<file path="src/rtl/demux_1_to_8_buf.sv">
// 1-to-8 demux: each accepted word lands in a per-channel holding register until that channel's consumer acks it.
// Latency 1 cycle from accept to d_out/out_valid. in_ready drops only while the selected channel is full and not being acked.
// Optional DEMUX_AUTO_SEL_EN: sel is ignored and a round-robin pointer (exposed on rr_ptr_o) picks the channel.
module demux_1_to_8_buf #(
    parameter int DW  = 32,
    parameter int NCH = 8
) (
    input  logic              clk,
    input  logic              reset,
    input  logic [DW-1:0]     d_in,
    input  logic [2:0]        sel,
    input  logic              in_valid,
    output logic              in_ready,
    output logic [NCH*DW-1:0] d_out,
    output logic [NCH-1:0]    out_valid,
    input  logic [NCH-1:0]    out_ack,
    output logic [3:0]        occ_cnt
`ifdef DEMUX_AUTO_SEL_EN
    ,
    output logic [2:0]        rr_ptr_o
`endif
);

    typedef enum logic {EMPTY = 1'b0, FULL = 1'b1} ch_state_t;

    ch_state_t             state_q [NCH];
    ch_state_t             state_d [NCH];
    logic [NCH-1:0][DW-1:0] data_q;
    logic [NCH-1:0][DW-1:0] data_d;
    logic [3:0]            occ_q;
    logic [3:0]            occ_d;
    logic [2:0]            act_sel;
    logic                  accept;

`ifdef DEMUX_AUTO_SEL_EN
    logic [2:0] rr_ptr_q;
    logic [2:0] rr_ptr_d;
    logic       unused_sel;

    assign unused_sel = ^sel;
    assign act_sel    = rr_ptr_q;
    assign rr_ptr_d   = rr_ptr_q + {2'b00, accept};
    assign rr_ptr_o   = rr_ptr_q;
`else
    assign act_sel = sel;
`endif

    // An ack on the selected channel frees its slot in the same cycle, giving 1 word/cycle throughput.
    assign in_ready = !reset && ((state_q[act_sel] == EMPTY) || out_ack[act_sel]);
    assign accept   = in_valid && in_ready;

    always_comb begin
        occ_d = '0;
        for (int k = 0; k < NCH; k++) begin
            state_d[k] = state_q[k];
            data_d[k]  = data_q[k];
            if (accept && (act_sel == 3'(k))) begin
                state_d[k] = FULL;
                data_d[k]  = d_in;
            end else if ((state_q[k] == FULL) && out_ack[k]) begin
                state_d[k] = EMPTY;
            end
            occ_d = occ_d + {3'b000, (state_d[k] == FULL)};
        end
    end

    always_ff @(posedge clk) begin
        if (reset) begin
            for (int k = 0; k < NCH; k++) begin
                state_q[k] <= EMPTY;
            end
            data_q <= '0;
            occ_q  <= '0;
`ifdef DEMUX_AUTO_SEL_EN
            rr_ptr_q <= '0;
`endif
        end else begin
            for (int k = 0; k < NCH; k++) begin
                state_q[k] <= state_d[k];
            end
            data_q <= data_d;
            occ_q  <= occ_d;
`ifdef DEMUX_AUTO_SEL_EN
            rr_ptr_q <= rr_ptr_d;
`endif
        end
    end

    always_comb begin
        for (int k = 0; k < NCH; k++) begin
            out_valid[k] = (state_q[k] == FULL);
        end
    end

    assign d_out   = data_q;
    assign occ_cnt = occ_q;

endmodule
</file>
<file path="config.mk">
export PLATFORM = sky130hd
export DESIGN_NAME = demux_1_to_8_buf
export DESIGN_NICKNAME = d
export VERILOG_FILES = /design/src/rtl/demux_1_to_8_buf.sv
export SDC_FILE = /design/constraint.sdc
export NUM_CORES = 1
export LEC_CHECK = 0
export CAP_MARGIN = 40
export CORE_UTILIZATION = 38
export CTS_CLUSTER_SIZE = 30
export DETAILED_ROUTE_END_ITERATION = 6
export GPL_ROUTABILITY_DRIVEN = 0
export PLACE_DENSITY = 0.62
export SETUP_SLACK_MARGIN = 0.15
export SLEW_MARGIN = 25
export SYNTH_ARGS = -nofsm -noshare
export SYNTH_HDL_FRONTEND = slang
export SYNTH_SLANG_ARGS = --single-unit
</file>
<file path="constraint.sdc">
create_clock -name clk -period 5.3 [get_ports clk]
set_clock_uncertainty 0.15 [all_clocks]
set_input_delay 0.53 -clock clk [delete_from_list [all_inputs] [get_ports clk]]
set_output_delay 0.53 -clock clk [all_outputs]
set_load 0.02 [all_outputs]
</file>
Word level (Yosys, flattened, before mapping)

Memories as Yosys holds them, arrays and structs flattened.
Index checks and enable logic that the tools add are counted.

Flip-flop bits (word level): 260
Latch bits: 0
Memory bits (writable): 8
Bits in read-only memories: 0
Bits of input ports: 46
Output and inout bits: 269
Logic and storage cells: 84
Memories kept: 1

Memory list:

| memory  | words | bits a word | rd ports | clocked after memory_dff | wr ports | RTL line | text |
|---|---|---|---|---|---|---|---|
| state_q | 8     | 1           | 9        | 0                        | 8        | 26       | `ch_state_t state_q [NCH];` |

Add/sub/neg operators: 7
Multiply operators: 0
Divide/modulo/power cells: 0
Magnitude comparators: 1
Equality and inequality tests: 7
Shift operators: 0
Muxes and demuxes: 29
Bitwise logic cells: 9
Reduce and logical (&&, ||, !) cells: 21

Operators with widths:

| cell                 | number |
|---|---|
| $mux W1              | 28 |
| $logic_and A1 B1 Y1  | 18 |
| $add A4 B1 Y4        | 4 |
| $eq A3 B3 Y1 const B | 4 |
| $or A1 B1 Y1         | 8 |
| $eq A3 B2 Y1 const B | 2 |
| $add A3 B1 Y4        | 1 |
| $lt A3 B4 Y1 const B | 1 |
| $add A2 B1 Y3        | 1 |
| $bmux W1 S3          | 1 |
| $eq A3 B1 Y1 const B | 1 |
| $logic_not A3 Y1     | 1 |
| $add A1 B1 Y2        | 1 |
| $logic_not A1 Y1     | 1 |
| $logic_or A1 B1 Y1   | 1 |
| $not A1 Y1           | 1 |

Longest topological paths before layout

Depth after elaboration: 14
Gate-level depth with buffers: 13
Gate-level depth less buffers: 11

Worst setup path after synthesis

No wires, ideal clock.

Path type: input port to flip-flop
From: input out_ack[7]
To: register occ_q[2] (netlist: occ_cnt[2])
Setup time: 0.128 ns
Arrival: 3.514 ns
Data required time: 5.022 ns
Setup slack: 1.509 ns
Stages on the path: 13
Path buffers: 2
Cells stage by stage: nor2b_1 > clkbuf_1 > clkbuf_1 > a21oi_1 > fa_1 > fa_1 > fa_1 > inv_1 > ha_1 > inv_1 > fa_1 > xor2_1 > nor2_1

Word-level cells in the longest chain between the ends: 14
Elaborated cells between the ends (all ways): 30
Classes of those cells: add/sub (7); mux (11); reduce/logical (12)

RTL lines:

| element                       | RTL line | text |
|---|---|---|
| from (decl)                   | 16       | `input logic [NCH-1:0] out_ack,` |
| $bmux W1 S3                   | 49       | `assign in_ready = !reset && ((state_q[act_sel] == EMPTY) \|\| out_ack[act_sel]);` |
| $mux W1 (implied by the code) | 49       |  |
| $logic_or A1 B1 Y1            | 49       |  |
| $logic_and A1 B1 Y1           | 49       |  |
| $logic_and A1 B1 Y1           | 50       | `assign accept = in_valid && in_ready;` |
| $logic_and A1 B1 Y1           | 57       | `if (accept && (act_sel == 3'(k))) begin` |
| $mux W1                       | 57       |  |
| $add A1 B1 Y2                 | 63       | `occ_d = occ_d + {3'b000, (state_d[k] == FULL)};` |
| $add A2 B1 Y3                 | 63       |  |
| $add A3 B1 Y4                 | 63       |  |
| $add A4 B1 Y4 (3 in a row)    | 63       |  |
| $add A4 B1 Y4 (*)             | 63       |  |
| to (signal assigned)          | 73       | `occ_q <= '0;` |
| to (signal assigned)          | 82       | `occ_q <= occ_d;` |
| to (decl)                     | 30       | `logic [3:0] occ_q;` |

Every way passes the cells marked *; elsewhere a longest branch is shown, timed or not. The select of a mux whose other input is x is not followed.
A chain may end at the register's enable or synchronous reset.

Worst setup path in the final report

From: input sel[0]
To: register occ_q[2] (netlist: occ_cnt[2])

Word-level cells in the longest chain between the ends: 14
Elaborated cells between the ends (all ways): 38
Classes of those cells: add/sub (7); eq/ne (7); mux (10); bitwise (1); reduce/logical (12); memory (1)

RTL lines:

| element                                             | RTL line | text |
|---|---|---|
| from (decl)                                         | 11       | `input logic [2:0] sel,` |
| $mem_v2 Z8 W1 / $bmux W1 S3 (equally long branches) | -        |  |
| $not A1 Y1 / $mux W1 (equally long branches)        | 49       |  |
| $logic_or A1 B1 Y1                                  | 49       |  |
| $logic_and A1 B1 Y1                                 | 49       |  |
| $logic_and A1 B1 Y1                                 | 50       |  |
| $logic_and A1 B1 Y1                                 | 57       |  |
| $mux W1                                             | 57       |  |
| $add A1 B1 Y2                                       | 63       |  |
| $add A2 B1 Y3                                       | 63       |  |
| $add A3 B1 Y4                                       | 63       |  |
| $add A4 B1 Y4 (3 in a row)                          | 63       |  |
| $add A4 B1 Y4 (*)                                   | 63       |  |

Marked as above.

==> summary.txt <==
Floorplan
  – Core ar.: 30,700 µm²
  – Cell Rows: 64
  – Vert. Die Dim: 179 µm
  – Starting Density: 0.387
  – Die area: 32,000 µm²
  – Die Wd: 179 µm
  – Num ports: 315

Final layout
  – Layout cells sized above 1: 0.0696
  – Layout area overhead: 32.8%
  – Fin nets: 1,543

Timing
  – Fin. Hold Viols: 0
  – Crit share post-route: 0.753
  – RSZ-0062 raised after global routing: no
  – Max frequency: 0.251 GHz
  – Slew headroom: 0.360
  – Max-slew violations: 0
  – Min cycle time layout: 3.99 ns
  – Setup violators final: 0
  – Tightest Pin Transition: 0.957 ns
  – Setup TNS: 0 ns
  – Setup ws final: 1.31 ns

Place
  – Post-Place Setup Slack: 0.780 ns
  – IO Port Bufs: 314
  – DP HPWL: 29.4 mm

Drt
  – ANT nets after route: 0
  – WL final: 49.4 mm
  – Number of remaining DRC errors: 0
  – 1st-pass router iterations: 5
  – Via density per instance: 6.40
  – Total number of vias: 12.2k
  – WL per Instance: 25.9 µm
  – Initial detailed-routing violation count: 1,790

Logic synthesis
  – EDFF count, synth: 0
  – Area contributors post-synth: dfxtp_1 (45%), o31ai_1 (16%), nand4_1 (13%), a21oi_1 (11%), clkbuf_1 (3.8%)
  – Gate count after technology mapping: 1,351
  – Leading area contributor after synthesis: dfxtp_1
  – Avg Inst Size Synth: 8.79 µm²
  – Mapped cell area: 11,900 µm²
  – Top-area cell type share of the netlist area: 0.452
  – Syn_nets: 1,404
  – Cell variety after synth: 30
  – Yosys reg bits: 268
  – Yosys warning total: 0
  – Sequential area share after synthesis: 0.452
  – Most used flip-flop cell after synthesis: dfxtp_1
  – Synth async-reset ratio: 0

Worst setup path
  – Critical path origin: sel[0]
  – Crit-path slowest cell: clkdlybuf4s50_1
  – Most frequent cell on the critical path: fa_1
  – Largest stage delay on the critical path: 0.71 ns
  – CP delay by family, top: adder cells
  – Crit Reg-Reg Endpoint: occ_cnt[2]$_SDFF_PP0_
  – Critical path depth in cells: 12
  – CP Max Fanout: 12
  – Worst r2r src: state_q[4]$_SDFF_PP0_
  – Critical path class: in -> reg
  – Worst Setup EP: occ_cnt[2]$_SDFF_PP0_
  – CP required: 5.57 ns
  – R2R Setup Slk: 1.88 ns
  – Worst reg2reg path depth: 11
  – CP Capture Type: register
  – Worst path bufs/invs: 3
  – Critical path, cell by cell: clkdlybuf4s50_1 -> and2_2 -> a21oi_1 -> fa_1 -> fa_1 -> fa_1 -> inv_1 -> ha_1 -> inv_1 -> fa_1 -> xor2_1 -> nor2_1
  – Worst setup SP type: primary input
  – WP data arrival: 4.26 ns

CTS
  – Post-CTS Setup Inserts: 0
  – CTS sink cnt: 268
  – Root buffer cell: clkbuf_16
  – CTS tree: done
  – H-tree levels: 1
  – Post-cts repair resize count: 0
  – Worst skew pair latency: 0.55 ns
  – Clk slew on worst S/H paths: 0.06 ns
  – Clk buf depth: 3
  – Num CTS Buffers: 30
  – Post-cts hold buffer count: 0

Status
  – Status: complete, no violations

Power
  – VDD IR max: 0.263 mV
  – Pwr/cell area: 296 nW/µm²
  – LEAKAGE: 4.76 nW

Global route
  – Maximum number of pins on one net before global-route repair: 129
  – Vias in the first global route: 11.0k
  – Global-route wire length before repair: 70.7 mm
  – Total Routing Usage GR: 0.293
  – Initial antenna violation count: 5
  – Total gr overflow: 0

Min path
  – Hold Path Class: reg -> reg
  – Hold Crit Depth: 2

Flow run
  – MaxCap Viol Count: 0
==> area by class of cell <==
| type | count | area (µm²) |
|---|---|---|
| Antenna cell | 2 | 5.00 |
| Clock buffer | 46 | 902 |
| Clock inverter | 5 | 103 |
| Fill cell | 2853 | 14900 |
| Inverter | 6 | 22.5 |
| Multi-Input combinational cell | 833 | 5360 |
| Sequential cell | 268 | 5370 |
| Tap cell | 396 | 495 |
| Timing Repair Buffer | 351 | 3510 |
==> power breakdown <==
group,leakage [nW],total [W],switching [W],internal (W)
clock,0.488,0.00215,0.000848,0.00130
sequential,2.16,0.00206,0.0000186,0.00204
combinational,2.11,0.000451,0.000324,0.000127
==> cell usage after synthesis (3+ instances only) <==
master    count
a21oi_1     264
buf_1        11
buf_2        45
buf_4        21
buf_6        14
clkbuf_1    121
clkbuf_2     32
dfxtp_1     268
fa_1          4
ha_1          3
inv_1         6
nand2b_1     10
nand4_1     256
nor2_1       10
nor2b_1      13
o31ai_1     256
==> how the worst min path moves through the flow <==
stage,start,to,slack (ns)
after floorplan,d_out[0]$_SDFFE_PP0P_,d_out[0]$_SDFFE_PP0P_,0.40
after global placement,d_out[96]$_SDFFE_PP0P_,d_out[96]$_SDFFE_PP0P_,0.30
after detailed placement,d_out[127]$_SDFFE_PP0P_,d_out[127]$_SDFFE_PP0P_,0.31
after CTS,d_out[89]$_SDFFE_PP0P_,d_out[89]$_SDFFE_PP0P_,0.32
after global routing,d_out[89]$_SDFFE_PP0P_,d_out[89]$_SDFFE_PP0P_,0.34
final,d_out[149]$_SDFFE_PP0P_,d_out[149]$_SDFFE_PP0P_,0.32
==> per-stage QoR <==
stage / util / cells / hold slack, ns / total power [W] / area (µm²)
6_report: 0.514 / 1907 / 0.319 / 0.00466 / 15800
5_1_grt: 0.514 / 1907 / 0.336 / 0.00479 / 15800
4_1_cts: 0.513 / 1903 / 0.319 / 0.00467 / 15700
3_5_place_dp: 0.480 / 1852 / 0.311 / 0.00254 / 14700
3_3_place_gp: 0.476 / 1846 / 0.303 / 0.00253 / 14600
2_1_floorplan: - / 1351 / 0.398 / 0.00235 / 11900
==> per-layer routing <==
metal / global-route usage / routed length, µm / part of all wire
met4: 0.129 / 2060 / 0.042
met2: 0.430 / 21900 / 0.44
met5: 0 / 24 / 0.00049
met1: 0.399 / 20000 / 0.40
met3: 0.0816 / 5430 / 0.11
==> worst min-delay path, cell delays in order (launching register included) <==
cell and delay, ns:
dfxtp_1 0.31, o31ai_1 0.06, a21oi_1 0.06
==> cell families after synthesis <==
| logic type | count (synthesis) | synth area share |
|---|---|---|
| flops | 268 | 0.452 |
| mux | 1 | 0.00190 |
| simple gates | 300 | 0.157 |
| buf+inv | 250 | 0.103 |
| fa+ha+maj | 7 | 0.00991 |
| compound gates | 524 | 0.275 |
| xor+xnor | 1 | 0.000738 |
==> flip-flops by register name (all words and copies together) (netlist names) <==
register	cells
d_out	256
state_q	8
occ_cnt	4
==> cells in the final DEF (no fill, tap or decap), types with 2 or more instances in the layout <==
cell type / instances
a21oi_1: 264
buf_12: 3
buf_4: 28
buf_6: 3
buf_8: 2
bufinv_16: 3
clkbuf_1: 8
clkbuf_16: 31
clkbuf_8: 8
clkdlybuf4s50_1: 313
dfxtp_1: 268
diode_2: 2
fa_1: 4
ha_1: 3
inv_1: 6
nand2b_1: 4
nand2b_2: 6
nand4_1: 256
nor2_1: 9
nor2b_1: 3
nor2b_2: 8
nor2b_4: 2
nor3b_1: 2
o21ai_0: 2
o31ai_1: 256
(Power assumes the default switching activity.)
